**src/rtl/gf_div_if.sv**
```systemverilog
`default_nettype none
// ============================================================================
// Module      : gf_div_if
// Description : Operation handshake and operand/result bundle for the
//               bit-serial GF(2) polynomial divider. Uses the same level
//               handshake (op_enable / op_finish) as the sequential GF
//               multiplier, so one controller can drive either unit.
// Ports       : op_enable         - level request from the controller
//               in_div_a          - 2N-bit dividend polynomial
//               in_div_b          - N-bit divisor polynomial
//               out_div_quotient  - 2N-bit registered quotient
//               out_div_remainder - N-bit registered remainder
//               out_div_by_zero   - last completed operation had divisor 0
//               op_finish         - high while the divider sits in DONE
// Revision    : 1.0 - initial release
// ============================================================================
interface gf_div_if #(
   parameter int DATA_WIDTH = 32
);
   logic                      op_enable;
   logic [2*DATA_WIDTH-1:0]   in_div_a;
   logic [DATA_WIDTH-1:0]     in_div_b;
   logic [2*DATA_WIDTH-1:0]   out_div_quotient;
   logic [DATA_WIDTH-1:0]     out_div_remainder;
   logic                      out_div_by_zero;
   logic                      op_finish;

   // Controller side
   modport master (
      output op_enable,
      output in_div_a,
      output in_div_b,
      input  out_div_quotient,
      input  out_div_remainder,
      input  out_div_by_zero,
      input  op_finish
   );

   // Divider side
   modport slave (
      input  op_enable,
      input  in_div_a,
      input  in_div_b,
      output out_div_quotient,
      output out_div_remainder,
      output out_div_by_zero,
      output op_finish
   );
endinterface : gf_div_if
`default_nettype wire

```
**src/rtl/gf_div.sv**
```systemverilog
`default_nettype none
// ============================================================================
// Module      : gf_div
// Description : Sequential bit-serial GF(2) polynomial (carry-less) long
//               divider. Divides a 2N-bit dividend by an N-bit divisor,
//               producing quotient and remainder such that
//               dividend = quotient (x) divisor ^ remainder.
//               One dividend bit is consumed per clock, MSB first.
// Ports       : clk  - clock, all state updates on the rising edge
//               rst  - asynchronous active-high reset
//               bus  - gf_div_if.slave: op_enable/in_div_a/in_div_b in,
//                      out_div_quotient/out_div_remainder/out_div_by_zero/
//                      op_finish out
// Revision    : 1.0 - initial release
// ============================================================================
module gf_div #(
   parameter int DATA_WIDTH = 32
) (
   input  wire logic  clk,
   input  wire logic  rst,
   gf_div_if.slave    bus
);

   localparam int C_DEG_W = (DATA_WIDTH > 1) ? $clog2(DATA_WIDTH) : 1;
   localparam int C_CNT_W = $clog2(2*DATA_WIDTH);
   localparam logic [C_CNT_W-1:0] C_CNT_INIT = C_CNT_W'(2*DATA_WIDTH-1);
   localparam logic [C_CNT_W-1:0] C_CNT_ZERO = '0;

   typedef enum logic [1:0] {
      S_IDLE = 2'd0,
      S_RUN  = 2'd1,
      S_DONE = 2'd2
   } state_t;

   // ------------------------------------------------------------------------
   // Registers
   // ------------------------------------------------------------------------
   state_t                    r_state;
   logic [2*DATA_WIDTH-1:0]   r_a;        // dividend, shifted left each step
   logic [DATA_WIDTH-1:0]     r_b;        // captured divisor
   logic [C_DEG_W-1:0]        r_deg;      // degree of captured divisor
   logic [DATA_WIDTH-1:0]     r_rem;      // working remainder
   logic [2*DATA_WIDTH-1:0]   r_q;        // quotient shift register
   logic [C_CNT_W-1:0]        r_cnt;      // steps remaining minus one
   logic [2*DATA_WIDTH-1:0]   r_quot;
   logic [DATA_WIDTH-1:0]     r_rem_out;
   logic                      r_dbz;

   // ------------------------------------------------------------------------
   // Combinational signals
   // ------------------------------------------------------------------------
   state_t                    w_state_next;
   logic [C_DEG_W-1:0]        w_deg;
   logic                      w_b_zero;
   logic [DATA_WIDTH-1:0]     w_t;
   logic                      w_qbit;
   logic [DATA_WIDTH-1:0]     w_rem_next;
   logic [2*DATA_WIDTH-1:0]   w_q_next;
   logic                      w_last;

   // Priority encoder: the highest set bit wins because later iterations
   // overwrite earlier ones. A zero divisor yields 0 but is handled
   // separately via w_b_zero.
   always_comb begin
      w_deg = '0;
      for (int i = 0; i < DATA_WIDTH; i++) begin
         if (bus.in_div_b[i]) begin
            w_deg = C_DEG_W'(i);
         end
      end
   end

   assign w_b_zero = (bus.in_div_b == '0);

   // One long-division step. The working remainder always has degree below
   // deg(divisor) <= N-1, so dropping its top bit during the shift loses
   // nothing.
   assign w_t        = {r_rem[DATA_WIDTH-2:0], r_a[2*DATA_WIDTH-1]};
   assign w_qbit     = w_t[r_deg];
   assign w_rem_next = w_qbit ? (w_t ^ r_b) : w_t;
   assign w_q_next   = {r_q[2*DATA_WIDTH-2:0], w_qbit};
   assign w_last     = (r_cnt == C_CNT_ZERO);

   // ------------------------------------------------------------------------
   // FSM: state register
   // ------------------------------------------------------------------------
   always_ff @(posedge clk or posedge rst) begin
      if (rst) begin
         r_state <= S_IDLE;
      end else begin
         r_state <= w_state_next;
      end
   end

   // ------------------------------------------------------------------------
   // FSM: next-state logic. Dropping op_enable in RUN aborts, and takes
   // priority over completing on the final step.
   // ------------------------------------------------------------------------
   always_comb begin
      w_state_next = r_state;
      case (r_state)
         S_IDLE: begin
            if (bus.op_enable) begin
               w_state_next = w_b_zero ? S_DONE : S_RUN;
            end
         end
         S_RUN: begin
            if (!bus.op_enable) begin
               w_state_next = S_IDLE;
            end else if (w_last) begin
               w_state_next = S_DONE;
            end
         end
         S_DONE: begin
            if (!bus.op_enable) begin
               w_state_next = S_IDLE;
            end
         end
         default: begin
            w_state_next = S_IDLE;
         end
      endcase
   end

   // ------------------------------------------------------------------------
   // Datapath
   // ------------------------------------------------------------------------
   always_ff @(posedge clk or posedge rst) begin
      if (rst) begin
         r_a       <= '0;
         r_b       <= '0;
         r_deg     <= '0;
         r_rem     <= '0;
         r_q       <= '0;
         r_cnt     <= '0;
         r_quot    <= '0;
         r_rem_out <= '0;
         r_dbz     <= 1'b0;
      end else begin
         case (r_state)
            S_IDLE: begin
               if (bus.op_enable) begin
                  r_a   <= bus.in_div_a;
                  r_b   <= bus.in_div_b;
                  r_deg <= w_deg;
                  r_rem <= '0;
                  r_q   <= '0;
                  r_cnt <= C_CNT_INIT;
                  // Divide-by-zero completes on the capture edge itself.
                  if (w_b_zero) begin
                     r_quot    <= '0;
                     r_rem_out <= '0;
                     r_dbz     <= 1'b1;
                  end
               end
            end
            S_RUN: begin
               if (bus.op_enable) begin
                  r_a   <= {r_a[2*DATA_WIDTH-2:0], 1'b0};
                  r_rem <= w_rem_next;
                  r_q   <= w_q_next;
                  if (w_last) begin
                     r_quot    <= w_q_next;
                     r_rem_out <= w_rem_next;
                     r_dbz     <= 1'b0;
                  end else begin
                     r_cnt <= r_cnt - 1'b1;
                  end
               end
            end
            default: begin
               // DONE: results held; nothing to update.
            end
         endcase
      end
   end

   // ------------------------------------------------------------------------
   // Outputs
   // ------------------------------------------------------------------------
   assign bus.out_div_quotient  = r_quot;
   assign bus.out_div_remainder = r_rem_out;
   assign bus.out_div_by_zero   = r_dbz;
   assign bus.op_finish         = (r_state == S_DONE);

endmodule : gf_div
`default_nettype wire
```
**src/flat_wrapper.sv**
```systemverilog
// flat-port wrapper written by rule: the top's interface ports become plain ports
module gf_div_flat 
#(
   parameter int DATA_WIDTH = 32
)
  (clk, rst, bus_op_enable, bus_in_div_a, bus_in_div_b, bus_out_div_quotient, bus_out_div_remainder, bus_out_div_by_zero, bus_op_finish);
  gf_div_if #(.DATA_WIDTH(DATA_WIDTH)) bus_i ();
  input  wire logic clk;
  input  wire logic rst;
  input wire logic [$bits(bus_i.op_enable)-1:0] bus_op_enable;
  input wire logic [$bits(bus_i.in_div_a)-1:0] bus_in_div_a;
  input wire logic [$bits(bus_i.in_div_b)-1:0] bus_in_div_b;
  output wire logic [$bits(bus_i.out_div_quotient)-1:0] bus_out_div_quotient;
  output wire logic [$bits(bus_i.out_div_remainder)-1:0] bus_out_div_remainder;
  output wire logic [$bits(bus_i.out_div_by_zero)-1:0] bus_out_div_by_zero;
  output wire logic [$bits(bus_i.op_finish)-1:0] bus_op_finish;
  assign bus_i.op_enable = bus_op_enable;
  assign bus_i.in_div_a = bus_in_div_a;
  assign bus_i.in_div_b = bus_in_div_b;
  assign bus_out_div_quotient = bus_i.out_div_quotient;
  assign bus_out_div_remainder = bus_i.out_div_remainder;
  assign bus_out_div_by_zero = bus_i.out_div_by_zero;
  assign bus_op_finish = bus_i.op_finish;
  gf_div #(.DATA_WIDTH(DATA_WIDTH)) u_core (.clk(clk), .rst(rst), .bus(bus_i));
endmodule
```
**config.mk**
```make
export PLATFORM = sky130hd
export DESIGN_NAME = gf_div_flat
export DESIGN_NICKNAME = d
export VERILOG_FILES = /design/src/rtl/gf_div_if.sv /design/src/rtl/gf_div.sv /design/src/flat_wrapper.sv
export SDC_FILE = /design/constraint.sdc
export NUM_CORES = 1
export LEC_CHECK = 0
export BUFFER_PORTS_ARGS = -buffer_cell sky130_fd_sc_hd__buf_2
export CORE_AREA = 2 2 221 223
export DETAILED_ROUTE_END_ITERATION = 8
export DIE_AREA = 0 0 223 225
export PLACE_DENSITY_LB_ADDON = 0.25
export SKIP_CTS_REPAIR_TIMING = 1
export SLEW_MARGIN = 20
export SYNTH_ARGS = -nofsm -noshare
export SYNTH_HDL_FRONTEND = slang
export SYNTH_SLANG_ARGS = --single-unit
```
**constraint.sdc**
```tcl
create_clock -name clk -period 10.6 [get_ports clk]
set_input_delay 0 -clock clk [delete_from_list [all_inputs] [get_ports clk]]
set_output_delay 0 -clock clk [all_outputs]
set_load 0.02 [all_outputs]
```
Word-level counts from Yosys, hierarchy flattened
Index checks and enable logic that the tools add are counted.
Storage, ports and cells
  logic and storage cells: 99
  register bits: 300
  output and inout bits: 98
  input port bits: 99
Cells by class
  bitwise operators: 1
  add/subtract/negate cells: 1
  magnitude comparators: 1
  mux-type cells: 68
  reduce and logical (&&, ||, !) cells: 9
  eq/ne operators: 9
Operators with widths (count)
  64-bit 2-to-1 mux: 6
  64-bit one-hot mux with 2 select lines: 2
  32-bit 2-to-1 mux: 5
  63-bit 2-to-1 mux: 2
  63-bit one-hot mux with 2 select lines: 1
  5-bit 2-to-1 mux: 16
  32-bit one-hot mux with 2 select lines: 1
  31-bit 2-to-1 mux: 2
  31-bit one-hot mux with 2 select lines: 1
  32-bit zero test: 1
  4-bit 2-to-1 mux: 8
  32-bit XOR: 1
  6-bit 2-to-1 mux: 3
  2-bit 2-to-1 mux: 7
  3-bit 2-to-1 mux: 4
  6-bit one-hot mux with 2 select lines: 1
  2-bit inequality test (second input constant): 4
  6-bit zero test: 1
  5-bit by 6-bit < comparator with 1-bit output (second input constant): 1
  1-bit 2-to-1 mux: 6
  2-bit one-hot mux with 3 select lines: 1
  3-bit AND reduction: 2
  6-bit by 1-bit subtractor with 6-bit output (second input constant): 1
  1-bit binary-select mux with 5-bit select: 1
  10 further kinds: 11

Logic depth before layout (Yosys ltp)
  word-level depth: 31
  mapped depth: 10
  depth with buffers taken out: 8

Worst setup path after synthesis
Ideal clock, no wire load.
  path kind: register to register
  start point: reg u_core.r_deg[1]
  end point: reg u_core.r_rem[10]
  setup time: 93 ps
  required time: 10507 ps
  path slack: 8636 ps
  stages on the path, launching flop included: 11
  clock period less this slack: 1964 ps
  data arrival time: 1871 ps
  buffers on the path: 3
  path through: dfrtp_1 buf_6 buf_12 mux2i_1 a22oi_2 nand4b_2 a21oi_4 buf_6 o21ai_2 xor2_1 o31ai_2
On the way
  longest elaborated chain between the ends: 5
RTL lines
  from (decl): RTL line gf_div.sv:41  | logic [C_DEG_W-1:0] r_deg;
  from (signal assigned): RTL line gf_div.sv:145  | r_deg <= w_deg;
  1-bit binary-select mux with 5-bit select: RTL line gf_div.sv:79  | assign w_qbit = w_t[r_deg];
  1-bit 2-to-1 mux (implied by the code): RTL line gf_div.sv:79
  32-bit 2-to-1 mux: RTL line gf_div.sv:80  | assign w_rem_next = w_qbit ? (w_t ^ r_b) : w_t;
  31-bit 2-to-1 mux: RTL line gf_div.sv:158  | if (bus.op_enable) begin
  31-bit one-hot mux with 2 select lines: RTL line gf_div.sv:140  | case (r_state)
  to (signal assigned): RTL line gf_div.sv:160  | r_rem <= w_rem_next;
  to (decl): RTL line gf_div.sv:42  | logic [DATA_WIDTH-1:0] r_rem;
No other way between the ends. The select of a mux whose other input is x is not followed.
A chain may end at the register's enable or synchronous reset.

Worst setup path in the final report
  start point: reg u_core.r_state[0]
  end point: reg u_core.r_a[56]
On the way
  longest elaborated chain between the ends: 3
  elaborated cells on any way between the ends: 7
  classes of those cells: eq/ne: 3; mux: 1; reduce/logical: 3
RTL lines
  from (decl): RTL line gf_div.sv:38  | state_t r_state;
  from (signal assigned): RTL line gf_div.sv:91  | r_state <= w_state_next;
  2-bit by 1-bit equality test with 1-bit output or 2-bit zero test (tied branches): RTL line gf_div.sv:140
  2-bit inequality test (no line) or 2-bit nonzero test (tied branches)
  3-bit AND reduction (no line)
  to (signal assigned): RTL line gf_div.sv:143  | r_a <= bus.in_div_a;
  to (signal assigned): RTL line gf_div.sv:159  | r_a <= {r_a[2*DATA_WIDTH-2:0], 1'b0};
  to (decl): RTL line gf_div.sv:39  | logic [2*DATA_WIDTH-1:0] r_a;
Parallel ways exist; a longest one is shown, timed or not.

==> summary.txt <==
STA
  • Final min period: 3.10 ns
  • Final setup TNS: 0 ns
  • Tcrit/Tclk final: 29.2%
  • Final hold vios: 0
  • Max Fclk: 323 MHz
  • RSZ-0062 raised after global routing: false
  • Tightest Pin Transition: 0.978 ns
  • Clk_skew: 0.0220 ns
  • Worst slew margin: 34.8%
  • Max-slew violation count: 0
  • Final setup vio count: 0

GRT
  • Wire length of the first global-routing pass: 58500 um
  • Pin count of the biggest net entering global routing: 190
  • Vias in the first global route: 10420
  • Initial antenna violation count: 0
  • Global-route usage over all layers: 14.5%
  • Grt total ovfl: 0

Floorplanning
  • Die X: 223 um
  • Rows: 80
  • CORE AREA: 47500 sq um
  • Total die area: 50200 sq um
  • I/O pins: 197
  • Die Y: 225 um
  • Starting density of the core: 27.9%

CTS
  • Worst-Skew Late Latency: 0.55 ns
  • Sink Count: 300
  • Root Buffer: clkbuf_16
  • Clk buf depth: 3
  • Worst-path clk slew: 0.06 ns
  • TritonCTS clock tree: done
  • CTS buffer count: 37
  • CTS H-tree depth: 2

Critical path
  • Worst r2r path cells: 6
  • Setup CP Type: reg -> reg
  • Critical Path Start Type: register
  • CP required: 11.05 ns
  • Worst Setup End Kind: register
  • CP Max Fanout: 74
  • Crit path arrival time: 3.55 ns

Synth
  • Syn Nets: 1563
  • Synthesized area per cell: 9.06 sq um
  • Synthesized area: 13200 sq um
  • Top_reg_cell synth: dfrtp_1
  • Post-synthesis sequential area ratio: 56.7%
  • Count of cell types in the netlist: 48
  • Number of synthesized flops with an enable pin: 0
  • Synth Warn #: 0
  • FFs w/ async S/R, synth: 100%
  • Yosys reg bits: 300
  • Synth Instances: 1462

Power
  • Switching part of the total: 25.9%
  • Cell Pwr Density: 177 nW/um^2
  • Sequential fraction of design power: 42.9%
  • Design Power: 3.01 mW
  • Worst IR Drop VDD: 0.000102 V
  • Switching power: 781 uW
  • Power share of the combinational group: 11.6%
  • Internal: 2.23 mW
  • Clock share of power: 45.5%
  • Pleak: 8.15 nW

Routing
  • Number of vias in the routed layout: 10843
  • Remaining DRCs: 0
  • Post-Route WL: 37100 um
  • Detailed Routing Iterations Pass 1: 4
  • WL/cell: 15.8 um
  • Initial DRC count: 799
  • Via/cell ratio: 4.62
  • Routed Antenna Nets: 0

Place
  • Routability cong.: 0.792
  • Placed cells: 2184
  • PortBufs: 196
  • Hpwl dp: 23000 um

Finish
  • Syn-to-layout area delta: 28.4%
  • Commonest non-fill, non-tap cell in the layout: nand2_1
  • Layout net count: 1807
  • Most frequent cells in the layout: 538 x nand2_1, 299 x dfrtp_1, 196 x buf_2
  • Antenna Cells: 0
  • Final cell count without fillers: 2346
  • Register Area: 7510 sq um
  • Multi-input logic area: 5250 sq um
  • Filler cell count: 4870
  • Layout cells sized above 1: 19.1%

Min path
  • Worst min path class: in -> async

Outcome
  • Status: completed

Run
  • Max-cap violations: 0
==> power by group through the flow <==
stage          Combinational (mW)  Sequential [mW]  Clock (mW)
3_5_place_dp                0.325             1.31           0
3_3_place_gp                0.307             1.31           0
2_1_floorplan               0.235             1.28           0
4_1_cts                     0.326             1.29        1.42
5_1_grt                     0.391             1.30        1.46
6_report                    0.348             1.29        1.37
==> worst paths after layout <==
check | start | to | slack (ns)
setup reg to reg | u_core.r_state[0]$_DFFE_PP0P_ | u_core.r_a[56]$_DFFE_PP0P_ | 7.50
hold reg to reg | u_core.bus.out_div_quotient[49]$_DFFE_PP0P_ | u_core.bus.out_div_quotient[49]$_DFFE_PP0P_ | 0.47
min in group clk | bus_in_div_b[0] | u_core.r_b[0]$_DFFE_PP0P_ | 0.20
hold / removal | rst | u_core.bus.out_div_quotient[18]$_DFFE_PP0P_ | 0.16
setup / recovery | u_core.r_state[0]$_DFFE_PP0P_ | u_core.r_a[56]$_DFFE_PP0P_ | 7.50
max in group asynchronous | rst | u_core.r_a[55]$_DFFE_PP0P_ | 8.32
==> flip-flops by register name, summed over array words and instances, names as in the netlist <==
register,count
u_core.bus.out_div_by_zero,1
u_core.r_rem,31
u_core.r_q,63
u_core.r_cnt,6
u_core.r_a,64
u_core.r_state,2
u_core.bus.out_div_quotient,64
u_core.r_deg,5
u_core.bus.out_div_remainder,32
u_core.r_b,32
==> critical path, stage by stage (launching register included) <==
cell and delay, ns:
dfrtp_2 0.36, buf_4 0.58, nor2b_4 0.32, buf_4 0.49
buf_4 0.72, nand2_1 0.24, a31oi_1 0.20
==> through the flow <==
step,util [%],hold slack [ns],instance area [sq um],setup WS [ns]
finish,35.8,0.156,17000,7.50
global route,35.8,0.219,17000,7.19
CTS,33.7,-0.376,16000,7.41
detailed placement,30.9,0.220,14700,7.43
global placement,30.8,0.222,14700,7.34
floorplan,-,0.105,13200,2.31
==> logic make-up after synthesis <==
kind of cell | share of synthesized area (%)
compound gates | 13.6
xor+xnor | 2.31
fa+ha+maj | 0.189
buf+inv | 4.09
flops | 56.7
mux | 1.29
simple gates | 21.9
==> synth_stat cells, drive strengths merged, types with 2 or more instances <==
master	count	share of area [%]
nand2b	2	0.094
nor2b	6	0.28
clkbuf	81	2.3
and3	2	0.094
a211oi	2	0.11
a22oi	4	0.26
nor3	5	0.19
nand4	2	0.094
nand4b	2	0.18
nor4	6	0.38
o21ai	141	5.9
a31oi	64	3.0
a22o	2	0.13
o21bai	2	0.11
ha	2	0.19
nand2	540	15
xnor2	2	0.13
inv	10	0.28
o31ai	36	3.0
dfrtp	300	57
buf	23	1.5
a21oi	12	0.54
nand3	71	2.7
mux2i	16	1.2
a21boi	2	0.14
xor2	33	2.2
o311ai	2	0.13
nor2	86	2.4
==> layout make-up <==
| cell class | instances | area share (%) |
|---|---|---|
| sequential | 300 | 44.2 |
| multi-input combinational | 1048 | 30.8 |
| timing repair buffer | 309 | 12.5 |
| clock buffer | 54 | 6.47 |
| tap | 615 | 4.52 |
| clock inverter | 10 | 1.27 |
| inverter | 10 | 0.265 |
==> layer usage <==
layer | GRT usage [%] | share of wire, %
met2 | 22.0 | 46
met4 | 4.76 | 1.9
met1 | 20.6 | 48
met5 | 0 | 0
met3 | 2.95 | 4.9
(Power assumes the default switching activity.)
